File: config.mk
export PLATFORM = sky130hd
export DESIGN_NAME = pm_min4_213
export DESIGN_NICKNAME = d
export VERILOG_FILES = /design/src/rtl/survivor_tb_213_pkg.sv /design/src/rtl/survivor_tb_213_min4.sv
export SDC_FILE = /design/constraint.sdc
export NUM_CORES = 1
export LEC_CHECK = 0
export CAP_MARGIN = 20
export CORE_AREA = 3 3 40 42
export DETAILED_ROUTE_END_ITERATION = 10
export DIE_AREA = 0 0 43 45
export GPL_TIMING_DRIVEN = 0
export PLACE_DENSITY = 0.6
export SYNTH_ARGS = -nofsm -noshare
export SYNTH_HDL_FRONTEND = slang
export SYNTH_SLANG_ARGS = --single-unit
File: constraint.sdc
create_clock -name vclk -period 4.9
set_input_delay 0.49 -clock vclk [all_inputs]
set_output_delay 0.49 -clock vclk [all_outputs]
set_load 0.02 [all_outputs]
File: src/rtl/survivor_tb_213_pkg.sv
// survivor_tb_213_pkg
//   Shared trellis definitions for the K=3 / rate-1/2 Viterbi datapath
//   (ACS array and survivor traceback): path-metric width, constraint
//   parameters, the traceback FSM encoding and the predecessor rule.
//   No ports.
package survivor_tb_213_pkg;

    localparam int PM_W       = 4;   // path-metric width (ACS acs_ppm_out)
    localparam int K          = 1;   // information bits per trellis step
    localparam int NUM_STATES = 4;
    localparam int ST_W       = 2;   // log2(NUM_STATES)

    typedef enum logic [1:0] {
        FILL  = 2'd0,
        TRACE = 2'd1,
        DRAIN = 2'd2
    } tb_state_e;

    // State s = {newest bit, previous bit}; its predecessor shifts the older
    // bit up and takes the survivor decision b as the bit that fell off.
    function automatic logic [ST_W-1:0] pred_state(input logic [ST_W-1:0] s,
                                                   input logic            b);
        return {s[0], b};
    endfunction

endpackage

File: src/rtl/survivor_tb_213_min4.sv
// pm_min4_213
//   Combinational 4-way unsigned minimum over the packed path metrics.
//   Ties resolve to the lowest state index.
//   Ports:
//     pm_bus  [4*W-1:0]  in   metric of state i at [i*W +: W]
//     min_idx [1:0]      out  index of the smallest metric
module pm_min4_213
    import survivor_tb_213_pkg::*;
#(
    parameter int W = PM_W
) (
    input  logic [4*W-1:0] pm_bus,
    output logic [1:0]     min_idx
);

    logic [W-1:0] pm0, pm1, pm2, pm3;
    logic [W-1:0] lo_pm, hi_pm;
    logic [1:0]   lo_idx, hi_idx;

    assign pm0 = pm_bus[0*W +: W];
    assign pm1 = pm_bus[1*W +: W];
    assign pm2 = pm_bus[2*W +: W];
    assign pm3 = pm_bus[3*W +: W];

    // Strict '<' everywhere so that an equal metric never displaces the
    // lower-indexed candidate.
    always_comb begin
        lo_idx = 2'd0;
        lo_pm  = pm0;
        if (pm1 < pm0) begin
            lo_idx = 2'd1;
            lo_pm  = pm1;
        end
        hi_idx = 2'd2;
        hi_pm  = pm2;
        if (pm3 < pm2) begin
            hi_idx = 2'd3;
            hi_pm  = pm3;
        end
        min_idx = (hi_pm < lo_pm) ? hi_idx : lo_idx;
    end

endmodule

; After elaboration in Yosys (flattened, before gate mapping)
; Cells that the tools add are included.
[word_totals]
reg_bits = 0
input_bits = 16
[classes]
order_cmp = 3
mux = 5
[op_table]
columns = cell, n
row1 = 4-bit less-than comparator, 3
row2 = 4-bit two-way mux, 2
row3 = 1-bit two-way mux, 2
row4 = 2-bit two-way mux, 1

; Longest topological paths before layout
; Gate-level depths: netlist (run 1).
[logic_depth]
word_depth = 4
ltp_mapped = 12

; Worst setup path before layout (run 1)
; No wires, ideal clock.
[synth_path]
path_kind = in2out
startpoint = input pm_bus[9]
endpoint = output min_idx[0]
arrival_ps = 2752
setup_slack_ps = 1658
cell_stages = 12
path_buffers = 0
cell_sequence = inv_1 ha_1 a21o_1 a21o_1 a21oi_2 mux2_2 ha_1 o21ai_0 nand2b_1 a21oi_1 a21o_1 a211o_1
[synth_between]
elab_chain_len = 4
elab_cells_between_ends = 5
classes_between = order compare: 2 / mux: 3
[synth_lines]
columns = element, line
row1 = from (decl), survivor_tb_213_min4.sv:12  ; input logic [4*W-1:0] pm_bus,
row2 = 4-bit less-than comparator, survivor_tb_213_min4.sv:36  ; if (pm3 < pm2) begin
row3 = 4-bit two-way mux, survivor_tb_213_min4.sv:36
row4 = 4-bit less-than comparator, survivor_tb_213_min4.sv:40  ; min_idx = (hi_pm < lo_pm) ? hi_idx : lo_idx;
row5 = 2-bit two-way mux (*), survivor_tb_213_min4.sv:40
row6 = to (decl), survivor_tb_213_min4.sv:13  ; output logic [1:0] min_idx
; Mark *: on every way between the ends. The rest lies on a longest branch, timed or not.

; Worst setup path after layout (run 1)
; Ends and elaborated chain as after synthesis.

==> metrics.txt, run 1 <==
# TYPE chip_impl_metric gauge
chip_impl_metric{name="port_buffers",unit=""} 18
chip_impl_metric{name="final_layout_size_suffix_gt1_share",unit="%"} 5.41
chip_impl_metric{name="top_level_ports",unit=""} 18
chip_impl_metric{name="postRouteWirelength",unit="um"} 985
chip_impl_info{name="status",value="complete, no violations"} 1
chip_impl_info{name="worstHoldStart",value="pm_bus[4]"} 1
chip_impl_metric{name="grt_first_pass_wirelength",unit="um"} 1660
chip_impl_info{name="min-delay-path-class",value="input port to output port"} 1
chip_impl_metric{name="met2_length",unit="um"} 453
chip_impl_metric{name="grt_pass1_vias",unit=""} 423
chip_impl_metric{name="placementRows",unit=""} 13
chip_impl_info{name="min_to",value="min_idx[1]"} 1
chip_impl_metric{name="initial_utilization",unit="%"} 32.4
chip_impl_info{name="crit_path_end_kind",value="output port"} 1
chip_impl_metric{name="syn-mean-instance-area",unit="um2"} 7.44
chip_impl_metric{name="synth-warning-count",unit=""} 0
chip_impl_metric{name="slew_headroom",unit="%"} 59.3
chip_impl_metric{name="gp_routability_congestion",unit=""} 0.742
chip_impl_metric{name="synth.net_count",unit=""} 83
chip_impl_metric{name="routed-wl-met3",unit="um"} 21
chip_impl_info{name="highest_layer_used_for_signal_routing",value="met3"} 1
chip_impl_metric{name="design.die.area",unit="um2"} 1940
chip_impl_metric{name="cts.repair.resized",unit=""} 0
chip_impl_info{name="worstSetupStartpointType",value="input port"} 1
chip_impl_metric{name="antenna_left",unit=""} 0
chip_impl_metric{name="p_per_area",unit="nW/um2"} 130
chip_impl_metric{name="sequential_cell_total",unit=""} 0
chip_impl_metric{name="synthDistinctLibCells",unit=""} 20
chip_impl_metric{name="vdd_ir_drop_max",unit="uV"} 96.0
chip_impl_metric{name="dp_cells",unit=""} 89
chip_impl_metric{name="dieWidth",unit="um"} 43
chip_impl_metric{name="detailedRoute.firstPassIterationCount",unit=""} 2
chip_impl_metric{name="detail_route.iter0.violations",unit=""} 2
chip_impl_metric{name="power.total",unit="mW"} 0.0803
chip_impl_metric{name="ys_seq_area_share",unit="%"} 0
chip_impl_metric{name="initial_antenna_violation_count",unit=""} 0
chip_impl_metric{name="grt_max_degree",unit=""} 5
chip_impl_metric{name="drt-vias-per-instance",unit=""} 5.25
chip_impl_metric{name="grt_use_total",unit="%"} 10.6
chip_impl_metric{name="cts_hold_repair.buffers",unit=""} 0
chip_impl_metric{name="max_freq",unit="MHz"} 237
chip_impl_metric{name="setup-violations-final",unit=""} 0
chip_impl_metric{name="post_synthesis_instance_area",unit="um2"} 417
chip_impl_metric{name="antenna-diode-count",unit=""} 0
chip_impl_metric{name="design.core.area",unit="um2"} 1280
chip_impl_info{name="grt_setup_unrepaired",value="false"} 1
chip_impl_metric{name="dieHeight",unit="um"} 45
chip_impl_metric{name="post-dp-hpwl",unit="um"} 874
chip_impl_metric{name="whs_path_depth",unit=""} 5
chip_impl_metric{name="syn2layout_area_growth",unit="%"} 47.7
chip_impl_metric{name="worst_pin_slew",unit="ns"} 0.604
chip_impl_metric{name="drt_drc_violations_left",unit=""} 0
chip_impl_metric{name="wirelength_met1",unit="um"} 510
chip_impl_metric{name="postCtsSetupBuffers",unit=""} 0
chip_impl_metric{name="shortest_clock_period_the_worst_path_allows_after_layout",unit="ns"} 4.22
chip_impl_metric{name="route.detailed.wl_per_inst",unit="um"} 11.1
chip_impl_metric{name="post_synth_inst_count",unit=""} 56
chip_impl_metric{name="finalSetupTns",unit="ns"} 0
chip_impl_info{name="criticalPathCategory",value="input port to output port"} 1
chip_impl_metric{name="final-hold-violation-count",unit=""} 0
chip_impl_metric{name="clock_buffers",unit=""} 0
chip_impl_metric{name="max-cap-violations",unit=""} 0
chip_impl_metric{name="leakagePower",unit="nW"} 0.301
chip_impl_metric{name="path_max_fanout",unit=""} 3
chip_impl_metric{name="cp.required",unit="ns"} 4.41
chip_impl_metric{name="layout.nets",unit=""} 103
chip_impl_metric{name="grt_overflow_total",unit=""} 0
chip_impl_metric{name="seq_area",unit="um2"} 0
chip_impl_metric{name="report.final.slew_viol_count",unit=""} 0
chip_impl_metric{name="detailroute.via_count",unit=""} 467
chip_impl_metric{name="fin_cells",unit=""} 89
chip_impl_metric{name="cp.arrival",unit="ns"} 3.73
chip_impl_metric{name="timing.final.crit_share",unit="%"} 86.2
==> worst max path at each step <==
| stage | from | end | slack (ns) | cells past startpoint |
|---|---|---|---|---|
| final | pm_bus[9] | min_idx[0] | 0.68 | 14 |
| after global routing | pm_bus[9] | min_idx[0] | 0.50 | 14 |
| after CTS | pm_bus[9] | min_idx[0] | 0.68 | 14 |
| after detailed placement | pm_bus[9] | min_idx[0] | 0.68 | 14 |
| after global placement | pm_bus[9] | min_idx[0] | 0.67 | 13 |
| after floorplan | pm_bus[9] | min_idx[0] | 1.66 | 12 |
==> cells in the final DEF (no fill, tap or decap) <==
cell             Yosys  final
nor4_1               1      1
clkdlybuf4s50_1      0     18
a21oi_1              5      5
inv_1                7      7
nand3_1              1      1
ha_1                11     11
o2bb2ai_1            1      1
nor3b_1              1      1
a21o_1               5      5
mux2_2               2      2
a211oi_2             1      1
nor3_1               1      1
a211oi_1             2      2
nand2b_1             3      3
mux2i_1              2      2
nand2_1              2      2
o22a_1               1      1
nor2_1               4      4
a211o_1              1      1
o21ai_0              4      4
a21oi_2              1      1
==> critical path, stage by stage <==
cell and delay (ns):
clkdlybuf4s50_1 0.47, inv_1 0.04, ha_1 0.29, a21o_1 0.16
a21o_1 0.18, a21oi_2 0.21, mux2_2 0.37, ha_1 0.30
o21ai_0 0.17, nand2b_1 0.08, a21oi_1 0.14, a21o_1 0.11
a211o_1 0.12, clkdlybuf4s50_1 0.59
==> per-layer routing <==
metal | vias to the layer above | GRT usage (%)
met5 | - | 0
met4 | 0 | 0
met3 | 0 | 0.398
met2 | 7 | 18.0
met1 | 215 | 16.0
li1 | 245 | -
==> cell type report <==
cell class         instances  area, um2
fillers                  131        669
multi-input cells         49        390
well taps                 15       18.8
repair buffers            18        180
inverters                  7       26.3
==> synthesized netlist by cell type (all sizes together) <==
cell	count	area, um2
nor3b	1	7.51
nand3	1	5.00
nor4	1	6.26
a211oi	3	27.5
nor2	4	15.0
nand2	2	7.51
a211o	1	8.76
nand2b	3	18.8
a21oi	6	33.8
o22a	1	8.76
o2bb2ai	1	8.76
a21o	5	37.5
ha	11	138
mux2i	2	20.0
nor3	1	5.00
inv	7	26.3
o21ai	4	20.0
mux2	2	22.5
==> kinds of logic after synthesis <==
logic type	count (synthesis)	synth area share (%)
AO/OA/AOI/OAI	21	34.8
buffers and inverters	7	6.31
multiplexers	4	10.2
adder cells (fa/ha/maj)	11	33.0
AND/OR/NAND/NOR	13	15.6
==> power breakdown <==
group / internal [mW] / total, mW / switching, mW
combinational: 0.0438 / 0.0803 / 0.0365
sequential: 0 / 0 / 0
clock: 0 / 0 / 0
total: 0.0438 / 0.0803 / 0.0365
==> stage by stage <==
step | util, % | area (um2) | worst slack (ns) | hold WS, ns
5_1_grt | 47.9 | 616 | 0.503 | 2.45
3_3_place_gp | 47.9 | 616 | 0.674 | 2.37
2_1_floorplan | - | 417 | 1.66 | 1.36
4_1_cts | 47.9 | 616 | 0.676 | 2.39
3_5_place_dp | 47.9 | 616 | 0.681 | 2.38
6_report | 47.9 | 616 | 0.676 | 2.37
(Power assumes the default switching activity.)
==> inputs of run 2 (changes only) <==
--- a/config.mk
+++ b/config.mk
@@ -5,12 +5,12 @@
 export SDC_FILE = /design/constraint.sdc
 export NUM_CORES = 1
 export LEC_CHECK = 0
-export CAP_MARGIN = 20
 export CORE_AREA = 3 3 40 42
 export DETAILED_ROUTE_END_ITERATION = 10
 export DIE_AREA = 0 0 43 45
+export DONT_BUFFER_PORTS = 1
 export GPL_TIMING_DRIVEN = 0
-export PLACE_DENSITY = 0.6
+export PLACE_DENSITY = 0.43
 export SYNTH_ARGS = -nofsm -noshare
 export SYNTH_HDL_FRONTEND = slang
 export SYNTH_SLANG_ARGS = --single-unit
==> run 2 against run 1 <==
Sequential share of layout area unchanged. Critical endpoint unchanged. Final cell count fell by 20%. Die area did not move. Non-clock buffer count down 18. Largest cell class unchanged. Power decreased by 29%. Core utilization is 14 points lower. Fmax rose by 25%. Setup slack better by 0.83 ns.
==> metrics.txt, run 2 (same netlist as run 1, synthesis figures left out) <==
# TYPE chip_impl_metric gauge
chip_impl_metric{name="final-hold-violation-count",unit=""} 0
chip_impl_metric{name="cts_hold_repair.buffers",unit=""} 0
chip_impl_metric{name="whs_path_depth",unit=""} 3
chip_impl_info{name="crit_path_end_kind",value="output port"} 1
chip_impl_metric{name="sequential_cell_total",unit=""} 0
chip_impl_info{name="status",value="complete, no violations"} 1
chip_impl_metric{name="syn2layout_area_growth",unit="%"} 4.50
chip_impl_info{name="worstSetupStartpointType",value="input port"} 1
chip_impl_metric{name="report.final.slew_viol_count",unit=""} 0
chip_impl_metric{name="dieHeight",unit="um"} 45
chip_impl_metric{name="max_freq",unit="MHz"} 295
chip_impl_info{name="highest_count_cells_in_the_layout_ignoring_fill_and_taps",value="11 x ha_1, 7 x inv_1, 5 x a21o_1, 5 x a21oi_1"} 1
chip_impl_metric{name="final_util",unit="%"} 33.9
chip_impl_info{name="layout_commonest_cell",value="ha_1"} 1
chip_impl_metric{name="max-cap-violations",unit=""} 0
chip_impl_metric{name="cp.arrival",unit="ns"} 2.90
chip_impl_metric{name="grt_first_pass_wirelength",unit="um"} 1410
chip_impl_metric{name="antenna_left",unit=""} 0
chip_impl_metric{name="fillerInstances",unit=""} 141
chip_impl_metric{name="grt_max_degree",unit=""} 5
chip_impl_metric{name="vdd_ir_drop_max",unit="uV"} 76.3
chip_impl_metric{name="detail_route.iter0.violations",unit=""} 3
chip_impl_metric{name="detailedRoute.firstPassIterationCount",unit=""} 4
chip_impl_info{name="min_to",value="min_idx[1]"} 1
chip_impl_metric{name="design.die.area",unit="um2"} 1940
chip_impl_metric{name="dpl_cell_area",unit="um2"} 435
chip_impl_metric{name="initial_antenna_violation_count",unit=""} 0
chip_impl_metric{name="grt_use_total",unit="%"} 8.87
chip_impl_metric{name="postCtsSetupBuffers",unit=""} 0
chip_impl_metric{name="shortest_clock_period_the_worst_path_allows_after_layout",unit="ns"} 3.39
chip_impl_metric{name="layout.nets",unit=""} 85
chip_impl_metric{name="final_layout_size_suffix_gt1_share",unit="%"} 7.14
chip_impl_metric{name="clock_buffers",unit=""} 0
chip_impl_metric{name="detailroute.via_count",unit=""} 374
chip_impl_metric{name="worst_pin_slew",unit="ns"} 0.582
chip_impl_metric{name="dieWidth",unit="um"} 43
chip_impl_info{name="grt_setup_unrepaired",value="false"} 1
chip_impl_metric{name="multi_input_logic_area",unit="um2"} 390
chip_impl_metric{name="setup-violations-final",unit=""} 0
chip_impl_metric{name="placementRows",unit=""} 13
chip_impl_metric{name="cts.repair.resized",unit=""} 0
chip_impl_metric{name="post-dp-hpwl",unit="um"} 774
chip_impl_info{name="criticalPathCategory",value="input port to output port"} 1
chip_impl_metric{name="p_per_area",unit="nW/um2"} 131
chip_impl_metric{name="drt_drc_violations_left",unit=""} 0
chip_impl_metric{name="grt_pass1_vias",unit=""} 389
chip_impl_metric{name="slew_headroom",unit="%"} 60.8
chip_impl_metric{name="leakagePower",unit="nW"} 0.230
chip_impl_metric{name="initial_utilization",unit="%"} 32.4
chip_impl_metric{name="port_buffers",unit=""} 0
chip_impl_metric{name="cp.required",unit="ns"} 4.41
chip_impl_info{name="min-delay-path-class",value="input port to output port"} 1
chip_impl_metric{name="timing.final.crit_share",unit="%"} 69.2
chip_impl_metric{name="drt-vias-per-instance",unit=""} 5.27
chip_impl_metric{name="grt_overflow_total",unit=""} 0
chip_impl_metric{name="power.total",unit="mW"} 0.0572
chip_impl_metric{name="top_level_ports",unit=""} 18
chip_impl_metric{name="finalSetupTns",unit="ns"} 0
chip_impl_metric{name="route.detailed.wl_per_inst",unit="um"} 11.6
chip_impl_metric{name="gp_routability_congestion",unit=""} 0.772
chip_impl_info{name="worstHoldStart",value="pm_bus[8]"} 1
chip_impl_metric{name="design.core.area",unit="um2"} 1280
chip_impl_metric{name="postRouteWirelength",unit="um"} 821
chip_impl_metric{name="path_max_fanout",unit=""} 3
chip_impl_metric{name="final_design_area_no_fill",unit="um2"} 435
chip_impl_metric{name="antenna-diode-count",unit=""} 0
chip_impl_metric{name="seq_area",unit="um2"} 0
==> run 2: layer usage <==
layer | up-vias | global-route usage (%) | wire (um)
met4 | 0 | 0 | 0
met5 | - | 0 | 0
met1 | 159 | 12.9 | 405
met2 | 8 | 15.9 | 370
li1 | 207 | - | -
met3 | 0 | 0 | 46
==> run 2: how the worst max path moves through the flow <==
stage | from | end | slack (ns) | cells past startpoint
final | pm_bus[9] | min_idx[0] | 1.51 | 12
after global routing | pm_bus[9] | min_idx[0] | 1.36 | 12
after CTS | pm_bus[9] | min_idx[0] | 1.50 | 12
after detailed placement | pm_bus[9] | min_idx[0] | 1.50 | 12
after global placement | pm_bus[9] | min_idx[0] | 1.48 | 12
after floorplan | pm_bus[9] | min_idx[0] | 1.66 | 12
==> run 2: through the flow <==
stage / setup WS, ns / std cells / hold slack (ns)
floorplan: 1.66 / 56 / 1.36
global placement: 1.48 / 71 / 1.41
detailed placement: 1.50 / 71 / 1.42
CTS: 1.50 / 71 / 1.42
global route: 1.36 / 71 / 1.44
finish: 1.51 / 71 / 1.41
==> run 2: power by group <==
| group | internal (mW) | leakage [nW] | switching [mW] |
|---|---|---|---|
| Sequential | 0 | 0 | 0 |
| Clock | 0 | 0 | 0 |
| Combinational | 0.0259 | 0.230 | 0.0313 |
| Total | 0.0259 | 0.230 | 0.0313 |
==> run 2: area by class of cell <==
type,count,area share (%)
well taps,15,4.31
inverters,7,6.03
multi-input cells,49,89.7
==> run 2: worst max-delay path: stages <==
cell	delay, ns
inv_1	0.02
ha_1	0.29
a21o_1	0.16
a21o_1	0.18
a21oi_2	0.22
mux2_2	0.37
ha_1	0.31
o21ai_0	0.09
nand2b_1	0.08
a21oi_1	0.06
a21o_1	0.23
a211o_1	0.40
